$ cat config.mk
export PLATFORM = sky130hd
export DESIGN_NAME = cmd_bus_arbiter_flat
export DESIGN_NICKNAME = d
export VERILOG_FILES = /design/src/rtl/cmd_bus_arbiter_if.sv /design/src/rtl/cmd_bus_arbiter.sv /design/src/flat_wrapper.sv
export SDC_FILE = /design/constraint.sdc
export NUM_CORES = 1
export LEC_CHECK = 0
export CORE_MARGIN = 3
export CORE_UTILIZATION = 37
export CTS_CLUSTER_SIZE = 20
export DETAILED_ROUTE_END_ITERATION = 8
export GPL_ROUTABILITY_DRIVEN = 0
export PLACE_DENSITY = 0.9
export SYNTH_ARGS = -nofsm -noshare
export SYNTH_HDL_FRONTEND = slang
export SYNTH_SLANG_ARGS = --single-unit
$ cat constraint.sdc
create_clock -name clk -period 2.4 [get_ports clk]
set_input_delay 0.6 -clock clk [delete_from_list [all_inputs] [get_ports clk]]
set_output_delay 0.6 -clock clk [all_outputs]
set_load 0.02 [all_outputs]
$ cat src/rtl/cmd_bus_arbiter_if.sv
// cmd_bus_arbiter_if: requester handshake and shared command-bus signals
interface cmd_bus_arbiter_if #(
    parameter int NREQ   = 3,
    parameter int ADDR_W = 19,
    parameter int DATA_W = 32
);
    logic [NREQ-1:0]        req_valid, req_rd, req_wr, req_ack, grant;
    logic [NREQ*ADDR_W-1:0] req_addr;
    logic [NREQ*DATA_W-1:0] req_data;
    logic [DATA_W-1:0]      req_rdata, cmd_bus_data, cmd_bus_rdata;
    logic [ADDR_W-1:0]      cmd_bus_addr;
    logic                   cmd_bus_en, cmd_bus_rd, cmd_bus_wr;
    modport slave (
        input  req_valid, req_rd, req_wr, req_addr, req_data, cmd_bus_rdata,
        output req_ack, req_rdata, grant, cmd_bus_addr, cmd_bus_data, cmd_bus_en, cmd_bus_rd, cmd_bus_wr
    );
    modport master (
        output req_valid, req_rd, req_wr, req_addr, req_data, cmd_bus_rdata,
        input  req_ack, req_rdata, grant, cmd_bus_addr, cmd_bus_data, cmd_bus_en, cmd_bus_rd, cmd_bus_wr
    );
endinterface

$ cat src/rtl/cmd_bus_arbiter.sv
// cmd_bus_arbiter: round-robin command-bus arbiter with optional requester-0 priority
module cmd_bus_arbiter #(
    parameter int NREQ       = 3,
    parameter int ADDR_W     = 19,
    parameter int DATA_W     = 32,
    parameter int RD_LATENCY = 2,
    parameter int PRIO0      = 1
) (
    input logic              clk,
    input logic              rst,
    cmd_bus_arbiter_if.slave b
);
    localparam int PW = $clog2(NREQ);
    typedef enum logic [1:0] {IDLE, ISSUE, RD_WAIT} state_t;
    state_t            state_q, state_d;
    logic [PW-1:0]     ptr_q, ptr_d, win;
    logic [3:0]        cnt_q, cnt_d;
    logic              rdop_q, rdop_d, any, w_rd, w_wr;
    logic              en_q, en_d, rd_q, rd_d, wr_q, wr_d;
    logic [NREQ-1:0]   grant_q, grant_d, ack_q, ack_d, onehot;
    logic [ADDR_W-1:0] addr_q, addr_d;
    logic [DATA_W-1:0] data_q, data_d, rdata_q, rdata_d;
    int                s;

    always_ff @(posedge clk) begin
        if (!rst) begin
            state_q <= IDLE;
            ptr_q   <= '0;
            cnt_q   <= '0;
            rdop_q  <= 1'b0;
            grant_q <= '0;
            ack_q   <= '0;
            addr_q  <= '0;
            data_q  <= '0;
            rdata_q <= '0;
            en_q    <= 1'b0;
            rd_q    <= 1'b0;
            wr_q    <= 1'b0;
        end else begin
            state_q <= state_d;
            ptr_q   <= ptr_d;
            cnt_q   <= cnt_d;
            rdop_q  <= rdop_d;
            grant_q <= grant_d;
            ack_q   <= ack_d;
            addr_q  <= addr_d;
            data_q  <= data_d;
            rdata_q <= rdata_d;
            en_q    <= en_d;
            rd_q    <= rd_d;
            wr_q    <= wr_d;
        end
    end

    // descending scan so the lowest offset from ptr is the last to match
    always_comb begin
        win = '0;
        s   = 0;
        for (int i = NREQ - 1; i >= 0; i--) begin
            s = int'(ptr_q) + i;
            s = (s >= NREQ) ? s - NREQ : s;
            if (b.req_valid[s]) win = PW'(s);
        end
        if (PRIO0 != 0 && b.req_valid[0]) win = '0;
        any    = |b.req_valid;
        w_rd   = b.req_rd[win];
        w_wr   = b.req_wr[win];
        onehot = NREQ'(1) << win;
    end

    always_comb begin
        state_d = state_q;
        ptr_d   = ptr_q;
        cnt_d   = cnt_q;
        rdop_d  = rdop_q;
        if (state_q == IDLE && any) begin
            state_d = ISSUE;
            ptr_d   = (win == PW'(NREQ - 1)) ? '0 : win + 1'b1;
            rdop_d  = w_rd & ~w_wr;
        end
        if (state_q == ISSUE) begin
            state_d = rdop_q ? RD_WAIT : IDLE;
            cnt_d   = 4'(RD_LATENCY);
        end
        if (state_q == RD_WAIT) begin
            state_d = (cnt_q == 4'd0) ? IDLE : RD_WAIT;
            cnt_d   = (cnt_q == 4'd0) ? cnt_q : cnt_q - 1'b1;
        end
    end

    // outputs are computed one cycle ahead so every port comes straight from a flop
    always_comb begin
        grant_d = grant_q;
        ack_d   = '0;
        addr_d  = addr_q;
        data_d  = data_q;
        rdata_d = rdata_q;
        en_d    = 1'b0;
        rd_d    = 1'b0;
        wr_d    = 1'b0;
        if (state_q == IDLE) begin
            grant_d = any ? onehot : '0;
            if (any) begin
                addr_d = b.req_addr[int'(win) * ADDR_W +: ADDR_W];
                data_d = b.req_data[int'(win) * DATA_W +: DATA_W];
                en_d   = w_rd | w_wr;
                wr_d   = w_wr;
                rd_d   = w_rd & ~w_wr;
                ack_d  = (w_rd & ~w_wr) ? '0 : onehot;
            end
        end
        if (state_q == ISSUE && !rdop_q) grant_d = '0;
        if (state_q == RD_WAIT) begin
            ack_d   = (cnt_q == 4'd1) ? grant_q : '0;
            rdata_d = (cnt_q == 4'd1) ? b.cmd_bus_rdata : rdata_q;
            grant_d = (cnt_q == 4'd0) ? '0 : grant_q;
        end
    end

    assign b.grant        = grant_q;
    assign b.req_ack      = ack_q;
    assign b.req_rdata    = rdata_q;
    assign b.cmd_bus_addr = addr_q;
    assign b.cmd_bus_data = data_q;
    assign b.cmd_bus_en   = en_q;
    assign b.cmd_bus_rd   = rd_q;
    assign b.cmd_bus_wr   = wr_q;
endmodule

$ cat src/flat_wrapper.sv
// flat-port wrapper written by rule: the top's interface ports become plain ports
module cmd_bus_arbiter_flat 
#(
    parameter int NREQ       = 3,
    parameter int ADDR_W     = 19,
    parameter int DATA_W     = 32,
    parameter int RD_LATENCY = 2,
    parameter int PRIO0      = 1
)
  (clk, rst, b_req_valid, b_req_rd, b_req_wr, b_req_addr, b_req_data, b_cmd_bus_rdata, b_req_ack, b_req_rdata, b_grant, b_cmd_bus_addr, b_cmd_bus_data, b_cmd_bus_en, b_cmd_bus_rd, b_cmd_bus_wr);
  cmd_bus_arbiter_if #(.NREQ(NREQ), .ADDR_W(ADDR_W), .DATA_W(DATA_W)) b_i ();
  input logic clk;
  input logic rst;
  input wire logic [$bits(b_i.req_valid)-1:0] b_req_valid;
  input wire logic [$bits(b_i.req_rd)-1:0] b_req_rd;
  input wire logic [$bits(b_i.req_wr)-1:0] b_req_wr;
  input wire logic [$bits(b_i.req_addr)-1:0] b_req_addr;
  input wire logic [$bits(b_i.req_data)-1:0] b_req_data;
  input wire logic [$bits(b_i.cmd_bus_rdata)-1:0] b_cmd_bus_rdata;
  output wire logic [$bits(b_i.req_ack)-1:0] b_req_ack;
  output wire logic [$bits(b_i.req_rdata)-1:0] b_req_rdata;
  output wire logic [$bits(b_i.grant)-1:0] b_grant;
  output wire logic [$bits(b_i.cmd_bus_addr)-1:0] b_cmd_bus_addr;
  output wire logic [$bits(b_i.cmd_bus_data)-1:0] b_cmd_bus_data;
  output wire logic [$bits(b_i.cmd_bus_en)-1:0] b_cmd_bus_en;
  output wire logic [$bits(b_i.cmd_bus_rd)-1:0] b_cmd_bus_rd;
  output wire logic [$bits(b_i.cmd_bus_wr)-1:0] b_cmd_bus_wr;
  assign b_i.req_valid = b_req_valid;
  assign b_i.req_rd = b_req_rd;
  assign b_i.req_wr = b_req_wr;
  assign b_i.req_addr = b_req_addr;
  assign b_i.req_data = b_req_data;
  assign b_i.cmd_bus_rdata = b_cmd_bus_rdata;
  assign b_req_ack = b_i.req_ack;
  assign b_req_rdata = b_i.req_rdata;
  assign b_grant = b_i.grant;
  assign b_cmd_bus_addr = b_i.cmd_bus_addr;
  assign b_cmd_bus_data = b_i.cmd_bus_data;
  assign b_cmd_bus_en = b_i.cmd_bus_en;
  assign b_cmd_bus_rd = b_i.cmd_bus_rd;
  assign b_cmd_bus_wr = b_i.cmd_bus_wr;
  cmd_bus_arbiter #(.NREQ(NREQ), .ADDR_W(ADDR_W), .DATA_W(DATA_W), .RD_LATENCY(RD_LATENCY), .PRIO0(PRIO0)) u_core (.clk(clk), .rst(rst), .b(b_i));
endmodule
## After elaboration in Yosys (flattened, before gate mapping)

Cells that the tools add are included.

- Multiplexer cells: 39
- Bitwise operators: 3
- Multipliers: 1
- Shift-type cells: 3
- Eq/ne operators: 6
- $add $sub $neg: 7
- Reduce and logical (&&, ||, !) cells: 14
- Order comparisons: 7

Operators with widths:

| operator | count |
|---|---|
| $lt A32 B4 Y1 const B | 3 |
| $mux W32 | 3 |
| $shiftx A96 B8 Y32 | 1 |
| $ge A32 B3 Y1 const B | 2 |
| $sub A32 B3 Y32 const B | 2 |
| $shiftx A57 B32 Y19 | 1 |
| $mux W3 | 10 |
| $mux W2 | 10 |
| $mux W4 | 3 |
| $bmux W1 S2 | 5 |
| $mux W1 | 8 |
| $reduce_and A2 Y1 | 4 |
| $mul A2 B5 Y7 const B | 1 |
| $reduce_bool A3 Y1 | 2 |
| $eq A2 B2 Y1 const B | 2 |
| $eq A4 B1 Y1 const B | 1 |
| $logic_not A4 Y1 | 1 |
| $ne A2 B2 Y1 const B | 2 |
| $sub A4 B1 Y4 const B | 1 |
| $add A2 B1 Y3 const B | 1 |
| $add A2 B2 Y3 const B | 1 |
| $lt A2 B3 Y1 const B | 1 |
| $reduce_and A3 Y1 | 1 |
| $reduce_or A3 Y1 | 1 |
| other kinds (12) | 13 |

- Bits of input ports: 196
- Logic and storage cells: 92
- Register bits after elaboration: 101
- Output and inout port bits: 92

## Longest topological paths before layout

Gate-level depths: netlist of run 1.

- Depth in word-level cells: 18
- Mapped depth: 10
- Depth with buffers taken out: 7

## Least setup slack after synthesis of run 1

No wires, ideal clock.

- Path type: reg-to-reg
- Start point: register u_core.ptr_q[0]
- End point: register u_core.ack_q[0], in the netlist u_core.b.req_ack[0]
- Data required time: 2.268 ns
- Setup time: 0.132 ns
- Clock period less this slack: 1.990 ns
- Cell stages (with the launch flop): 9
- Path buffers: 1
- Arrival: 1.858 ns
- Slack: 0.410 ns
- Path through: dfxtp_1 inv_1 ha_1 o21ba_1 o2111a_1 buf_6 a22o_1 a221oi_2 o21ai_0

- Cells in the longest elaborated chain, start to end: 18
- Elaborated cells on any way between the ends: 35
- Classes of those cells: 5 x add/sub; 3 x order compare; 1 x shift; 24 x mux; 2 x bitwise

RTL lines:

| what | RTL line | text |
|---|---|---|
| start: declaration | cmd_bus_arbiter.sv:16 | `logic [PW-1:0] ptr_q, ptr_d, win;` |
| start signal: assignment | cmd_bus_arbiter.sv:41 | `ptr_q <= ptr_d;` |
| $add A2 B2 Y3 | cmd_bus_arbiter.sv:60 | `s = int'(ptr_q) + i;` |
| $sub A32 B3 Y32 or $ge A32 B3 Y1 (tied branches) | cmd_bus_arbiter.sv:61 | `s = (s >= NREQ) ? s - NREQ : s;` |
| $mux W32 | cmd_bus_arbiter.sv:61 |  |
| $bmux W1 S2 | cmd_bus_arbiter.sv:62 | `if (b.req_valid[s]) win = PW'(s);` |
| $mux W1 (implied by the code) (2 in series) | cmd_bus_arbiter.sv:62 |  |
| $mux W2 (2 in series) | cmd_bus_arbiter.sv:62 |  |
| $mux W2 (*) | cmd_bus_arbiter.sv:62 |  |
| $mux W2 (*) | cmd_bus_arbiter.sv:64 | `if (PRIO0 != 0 && b.req_valid[0]) win = '0;` |
| $bmux W1 S2 | cmd_bus_arbiter.sv:67 | `w_wr = b.req_wr[win];` |
| $mux W1 (implied by the code) | cmd_bus_arbiter.sv:67 |  |
| $not A1 Y1 | cmd_bus_arbiter.sv:109 | `ack_d = (w_rd & ~w_wr) ? '0 : onehot;` |
| $and A1 B1 Y1 | cmd_bus_arbiter.sv:109 |  |
| $mux W3 (*) | cmd_bus_arbiter.sv:109 |  |
| $mux W3 (*) | cmd_bus_arbiter.sv:103 | `if (any) begin` |
| $mux W3 (*) | cmd_bus_arbiter.sv:101 | `if (state_q == IDLE) begin` |
| $mux W3 (*) | cmd_bus_arbiter.sv:113 | `if (state_q == RD_WAIT) begin` |
| end signal: assignment | cmd_bus_arbiter.sv:45 | `ack_q <= ack_d;` |
| end: declaration | cmd_bus_arbiter.sv:20 | `logic [NREQ-1:0] grant_q, grant_d, ack_q, ack_d, onehot;` |

Mark *: on every way between the ends. The rest lies on a longest branch, timed or not. The select of a mux whose other input is x is not followed.
A chain may end at the register's enable or synchronous reset.

## Worst setup path in the final report of run 1

- Start point: input b_req_valid[1]
- End point: register u_core.data_q[22], in the netlist u_core.b.cmd_bus_data[22]

- Cells in the longest elaborated chain, start to end: 8
- Elaborated cells on any way between the ends: 16
- Classes of those cells: 1 x shift; 13 x mux; 2 x reduce/logical

RTL lines:

| what | RTL line | text |
|---|---|---|
| start: declaration | flat_wrapper.sv:14 | `input wire logic [$bits(b_i.req_valid)-1:0] b_req_valid;` |
| $bmux W1 S2 | cmd_bus_arbiter.sv:62 |  |
| $mux W1 (implied by the code) (2 in series) | cmd_bus_arbiter.sv:62 |  |
| $mux W2 (3 in series) | cmd_bus_arbiter.sv:62 |  |
| $mux W2 | cmd_bus_arbiter.sv:64 |  |
| $shiftx A96 B8 Y32 | cmd_bus_arbiter.sv:105 | `data_d = b.req_data[int'(win) * DATA_W +: DATA_W];` |
| end signal: assignment | cmd_bus_arbiter.sv:47 | `data_q <= data_d;` |
| end: declaration | cmd_bus_arbiter.sv:22 | `logic [DATA_W-1:0] data_q, data_d, rdata_q, rdata_d;` |

Parallel ways exist; a longest one is shown, timed or not. The select of a mux whose other input is x is not followed.

==> flow_metrics.py, run 1 <==
metrics = {
    "cells_and_area": {
        "multi_input_area_sq_um": 2220,
        "drive_above_1_share_pct": 5.17,
        "antenna_cells": 0,
        "utilization_pct": 67.8,
        "num-fill-cells": 914,
        "fin_cells": 956,
        "seqCellArea_sq_um": 2020,
        "nets": 1012,
        "syn_to_final_growth_pct": 76.4,
    },
    "sta": {
        "final.period_utilization_pct": 89.6,
        "whs_ps": 460,
        "fmax_ghz": 0.465,
        "setup_viol_count_final": 0,
        "skew_ps": 9.98,
        "rsz0062_at_grt": "no",
        "hold_viol_final": 0,
        "tightest_slew_ps": 888,
        "fin_crit_ps": 2150,
        "setup-tns-final_ps": 0,
        "drv_slew": 0,
        "slew_headroom_pct": 40.3,
    },
    "setup_path": {
        "worst-path-buf-inv": 2,
        "worstReg2RegEnd": "u_core.b.cmd_bus_data[22]",
        "crit_chain": "clkdlybuf4s50_1 -> o21ba_1 -> o2111a_2 -> buf_4 -> a221oi_1 -> a21oi_1",
        "cp-start-kind": "input pin",
        "cp_max_fo": 19,
        "r2r_cells": 7,
        "worst-r2r-setup-slack_ps": 260,
        "setup.worst_path.end": "u_core.b.cmd_bus_data[22]",
        "cp-end-kind": "flop",
        "crit_family": "compound AO/OA/AOI/OAI gates",
        "critPathLaunch": "b_req_valid[1]",
        "crit_required_ps": 2630,
        "worst_path_max_delay_cell": "clkdlybuf4s50_1",
        "cpPeakStageDelay_ps": 520,
        "crit_arrival_ps": 2380,
        "r2r-start": "u_core.ptr_q[0]",
        "critPathKind": "in -> reg",
        "worst-path-stages": 6,
    },
    "drt": {
        "dr_wl_met2_microns": 8280,
        "firstDrtPassIters": 6,
        "postRouteAntennaNets": 0,
        "dr.first_iter.drc_count": 292,
        "via_count": 5037,
        "routed.top_layer": "met4",
        "wl_met1_microns": 6740,
        "wire_per_inst_microns": 17.5,
        "via_per_inst": 5.27,
        "drc_errors": 0,
        "drt_wl_total_microns": 16800,
        "met3_length_microns": 1510,
    },
    "cts": {
        "cts_max_path_buffers": 2,
        "cts_tree": "built",
        "cts_setup_buffers": 0,
        "holdBufCountCts": 0,
        "cts_max_level": 3,
        "cts_sinks": 101,
        "clk_pin_slew_worst_paths_ps": 70,
        "clkLatencyLatePin_ps": 350,
        "cts_root_buf": "clkbuf_16",
        "numCtsBuffers": 9,
        "cts_resized": 0,
    },
    "power_and_ir_drop": {
        "p_switching_mw": 2.70,
        "p_clk_share_pct": 21.5,
        "power_leakage_nw": 2.91,
        "total_power_mw": 7.32,
        "p_comb_share_pct": 47.2,
        "p_int_mw": 4.62,
        "peakVddDrop_mv": 0.614,
        "p_seq_share_pct": 31.2,
        "power_density_nw_per_um2": 933,
        "swShare_pct": 36.9,
    },
    "grt": {
        "overflow": 0,
        "antenna_found_initial": 0,
        "grt_pass1_vias": 4898,
        "grt_start_max_net_pins": 100,
        "grt_first_pass_wirelength_microns": 25400,
        "grt_usage_pct": 24.0,
    },
    "synthesis": {
        "syn_inst": 539,
        "synth.distinct_cells": 43,
        "yosys_register_bits": 101,
        "yosysWarnings": 0,
        "synth_edf_count": 0,
        "syn-cell-area_sq_um": 4450,
        "ys.flop_type": "dfxtp_1",
        "synth_async_sr_flop_share_pct": 0,
        "syn-num-nets": 742,
        "avgSynthCellArea_sq_um": 8.25,
        "seq_area_frac_synth_pct": 45.5,
    },
    "hold_path": {
        "hp-class": "reg -> reg",
    },
    "place": {
        "io_buffers": 287,
        "dpl.cell_count": 941,
        "place_hpwl_microns": 12100,
    },
    "die": {
        "die_h_microns": 116,
        "die_w_microns": 116,
        "fp.dieArea_sq_um": 13400,
        "num_io_pins": 288,
        "start_util_pct": 38.5,
        "rows": 39,
        "core_area_sq_um": 11600,
    },
    "run": {
        "cap_viol_max_count": 0,
    },
    "run_status": {
        "status": "completed",
    },
}
how the worst min path moves through the flow:
stage | startpoint | endpoint | slack, ps | cells past startpoint
after floorplan | u_core.ptr_q[1] | u_core.ptr_q[1] | 460 | 2
after global placement | u_core.b.req_rdata[24] | u_core.b.req_rdata[24] | 450 | 2
after detailed placement | u_core.b.req_rdata[4] | u_core.b.req_rdata[4] | 450 | 2
after CTS | u_core.b.req_rdata[15] | u_core.b.req_rdata[15] | 460 | 2
after global routing | u_core.b.req_rdata[12] | u_core.b.req_rdata[12] | 480 | 2
final | u_core.b.req_rdata[15] | u_core.b.req_rdata[15] | 460 | 2
registers in the layout, summed over array words and instances (netlist names):
signal,cells
u_core.b.grant,3
u_core.state_q,2
u_core.b.cmd_bus_rd,1
u_core.rdop_q,1
u_core.ptr_q,2
u_core.b.cmd_bus_wr,1
u_core.cnt_q,4
u_core.b.req_ack,3
u_core.b.cmd_bus_data,32
u_core.b.cmd_bus_en,1
u_core.b.cmd_bus_addr,19
u_core.b.req_rdata,32
worst reg2reg max path, delay by kind of cell, from the launching register on:
| family | cells | cell delay, ps |
|---|---|---|
| compound gates | 4 | 1050 |
| flops | 1 | 360 |
| fa+ha+maj | 1 | 330 |
| buf+inv | 2 | 290 |
stage by stage:
| step | setup slack, ps | instance area (sq um) |
|---|---|---|
| finish | 250 | 7850 |
| global route | 100 | 7850 |
| CTS | 246 | 7850 |
| detailed placement | -89.6 | 7530 |
| global placement | -35.7 | 7530 |
| floorplan | 410 | 4450 |
power groups by stage:
| stage | Combinational, mW | Clock (mW) | Sequential, mW |
|---|---|---|---|
| CTS | 3.45 | 1.60 | 2.29 |
| detailed placement | 3.43 | 0 | 2.31 |
| finish | 3.46 | 1.58 | 2.29 |
| floorplan | 1.42 | 0 | 2.73 |
| global placement | 3.38 | 0 | 2.31 |
| global route | 3.75 | 1.67 | 2.33 |
synthesized netlist by cell type, types with 3 or more instances:
master / n / area (sq um)
a21oi_1: 54 / 270
a22oi_1: 3 / 22.5
a21boi_0: 35 / 263
clkbuf_1: 40 / 150
and3_1: 5 / 31.3
dfxtp_1: 101 / 2020
nor2b_1: 4 / 25.0
nand3_1: 6 / 30.0
buf_2: 5 / 25.0
nor2_1: 9 / 33.8
nand2_1: 124 / 465
ha_1: 7 / 87.6
inv_1: 9 / 33.8
o21ai_0: 54 / 270
a221oi_1: 51 / 447
layer usage:
metal,track usage (%),vias up
met4,7.04,0
li1,-,2480
met1,28.5,2308
met3,7.31,15
met5,0,-
met2,41.9,234
logic make-up (layout without fill, tap and decap cells):
kind of cell             Yosys count  after routing  share of synthesized area [%]
AO/OA/AOI/OAI                    216            216                           32.4
XOR/XNOR                           2              2                          0.394
adder cells (fa/ha/maj)            7              7                           1.97
buffers and inverters             56            330                           5.12
flip-flops                       101            101                           45.5
multiplexers                       2              2                          0.478
AND/OR/NAND/NOR                  155            155                           14.2
cell type report:
cell class | instances | area share [%]
sequential | 101 | 25.8
tap | 143 | 2.28
clock buffer | 11 | 3.09
timing repair buffer | 306 | 39.2
clock inverter | 4 | 0.925
multi-input combinational | 382 | 28.3
inverter | 9 | 0.431
cell usage in the layout, fill, tap and decap left out, drive strengths merged, types with 2 or more instances in the layout:
cell type	n
clkbuf	11
or4	2
a21oi	55
nor2b	4
o21ai	55
ha	7
and3	5
a21boi	35
xnor2	2
dfxtp	101
o31ai	3
buf	20
nand3	6
a22oi	3
bufinv	2
inv	9
clkdlybuf4s50	286
a21o	2
nand2	124
nor2	10
a221oi	52
(Power assumes the default switching activity.)
==> inputs of run 2 (changes only) <==
--- a/config.mk
+++ b/config.mk
@@ -10,6 +10,7 @@
 export CTS_CLUSTER_SIZE = 20
 export DETAILED_ROUTE_END_ITERATION = 8
 export GPL_ROUTABILITY_DRIVEN = 0
+export GPL_TIMING_DRIVEN = 0
 export PLACE_DENSITY = 0.9
 export SYNTH_ARGS = -nofsm -noshare
 export SYNTH_HDL_FRONTEND = slang
==> run 2 against run 1 <==
Die area unchanged. Sequential share of layout area about the same. Critical endpoint is now u_core.b.cmd_bus_data[30]. Combinational power about the same. Wire length increased by 5.0%. Sequential power about the same. Setup slack got worse by 130 ps.
==> flow_metrics.py, run 2 (synthesis results as in run 1) <==
metrics = {
    "cells_and_area": {
        "utilization_pct": 67.8,
        "layout_common_cells": "clkdlybuf4s50_1, nand2_1, dfxtp_1",
        "multi_input_area_sq_um": 2220,
        "nets": 1039,
        "num-fill-cells": 932,
        "antenna_cells": 0,
        "drive_above_1_share_pct": 4.64,
        "layout_commonest_cell": "clkdlybuf4s50_1",
        "syn_to_final_growth_pct": 76.3,
        "seqCellArea_sq_um": 2020,
        "fin_cells": 984,
    },
    "setup_path": {
        "cp-start-kind": "input pin",
        "cp_max_fo": 10,
        "worstReg2RegEnd": "u_core.b.cmd_bus_addr[14]",
        "r2r_cells": 8,
        "cp-end-kind": "flop",
        "worst-r2r-setup-slack_ps": 150,
        "critPathKind": "in -> reg",
        "crit_required_ps": 2670,
        "r2r-start": "u_core.ptr_q[0]",
        "crit_arrival_ps": 2550,
    },
    "drt": {
        "routed.top_layer": "met4",
        "drc_errors": 0,
        "via_per_inst": 5.32,
        "wire_per_inst_microns": 17.9,
        "dr.first_iter.drc_count": 284,
        "dr_wl_met2_microns": 8990,
        "drt_wl_total_microns": 17600,
        "firstDrtPassIters": 4,
        "via_count": 5236,
        "wl_met1_microns": 6520,
        "met3_length_microns": 1690,
        "postRouteAntennaNets": 0,
    },
    "grt": {
        "grt_first_pass_wirelength_microns": 26500,
        "grt_start_max_net_pins": 19,
        "overflow": 0,
        "grt_pass1_vias": 5261,
        "antenna_found_initial": 0,
        "grt_usage_pct": 25.1,
    },
    "cts": {
        "holdBufCountCts": 0,
        "cts_root_buf": "clkbuf_16",
        "cts_setup_buffers": 0,
        "cts_max_path_buffers": 2,
        "cts_tree": "built",
        "numCtsBuffers": 9,
        "cts_max_level": 3,
        "clkLatencyLatePin_ps": 340,
        "cts_sinks": 101,
        "clk_pin_slew_worst_paths_ps": 80,
    },
    "place": {
        "place_ws_ps": -481,
        "dpl.cell_count": 968,
        "io_buffers": 286,
        "place_hpwl_microns": 13700,
    },
    "power_and_ir_drop": {
        "p_seq_share_pct": 31.8,
        "p_clk_share_pct": 20.8,
        "p_int_mw": 4.46,
        "total_power_mw": 7.26,
        "power_leakage_nw": 2.91,
        "power_density_nw_per_um2": 926,
        "p_switching_mw": 2.80,
        "swShare_pct": 38.6,
        "peakVddDrop_mv": 0.494,
        "p_comb_share_pct": 47.4,
    },
    "hold_path": {
        "hp-class": "reg -> reg",
        "hold_end": "u_core.b.req_rdata[16]",
        "hold_path_depth": 2,
        "hp-start": "u_core.b.req_rdata[16]",
    },
    "die": {
        "core_area_sq_um": 11600,
        "die_w_microns": 116,
        "start_util_pct": 38.5,
        "fp.dieArea_sq_um": 13400,
        "die_h_microns": 116,
        "rows": 39,
        "num_io_pins": 288,
    },
    "sta": {
        "fmax_ghz": 0.438,
        "slew_headroom_pct": 37.5,
        "setup_viol_count_final": 0,
        "fin_crit_ps": 2280,
        "rsz0062_at_grt": "no",
        "skew_ps": 7.48,
        "post-route-worst-setup-slack_ps": 117,
        "tightest_slew_ps": 929,
        "final.period_utilization_pct": 95.1,
        "drv_slew": 0,
        "setup-tns-final_ps": 0,
        "hold_viol_final": 0,
    },
    "run_status": {
        "status": "completed",
    },
    "run": {
        "cap_viol_max_count": 0,
    },
}
-- run 2: area by class of cell --
type,count,share of cell area (%)
timing repair buffer,286,36.5
multi-input combinational,382,28.4
buffer,47,2.66
tap,143,2.28
clock buffer,9,2.87
sequential,101,25.8
inverter,9,0.431
clock inverter,7,1.04
-- run 2: power groups by stage --
stage	clock network, mW	registers (mW)	logic, mW
final	1.51	2.31	3.44
after global routing	1.60	2.35	3.72
after CTS	1.53	2.30	3.42
after detailed placement	0	2.33	3.39
after global placement	0	2.32	3.34
after floorplan	0	2.73	1.42
-- run 2: worst max-delay path: stages --
cell	delay, ps
clkdlybuf4s50_1	520
a21o_1	210
mux2_2	300
nor2_4	270
clkbuf_2	300
a221oi_1	120
a21oi_1	210
-- run 2: repair_timing --
| item | in CTS | in global routing |
|---|---|---|
| gates resized for setup | 4 | 16 |
| setup endpoints to repair | 51 | 53 |
| pin swaps | 0 | 0 |
-- run 2: worst max-delay path by stage --
stage,slack (ps),endpoint,startpoint
after floorplan,410,u_core.b.req_ack[0],u_core.ptr_q[0]
after global placement,-450,u_core.b.cmd_bus_data[15],b_req_valid[2]
after detailed placement,-480,u_core.b.cmd_bus_data[6],b_req_valid[2]
after CTS,0.3,u_core.b.cmd_bus_data[30],b_req_valid[1]
after global routing,20,u_core.b.cmd_bus_data[30],b_req_valid[2]
final,120,u_core.b.cmd_bus_data[30],b_req_valid[2]
-- run 2: metal layers --
metal	track usage, %	vias up
met4	8.66	0
met3	8.98	32
met5	0	-
met1	27.1	2420
li1	-	2541
met2	45.3	243
-- run 2: per-stage QoR --
step           cell area [sq um]  hold slack [ps]
3_5_place_dp                7490              457
4_1_cts                     7810              467
3_3_place_gp                7490              450
5_1_grt                     7840              486
6_report                    7840              464
2_1_floorplan               4450              460
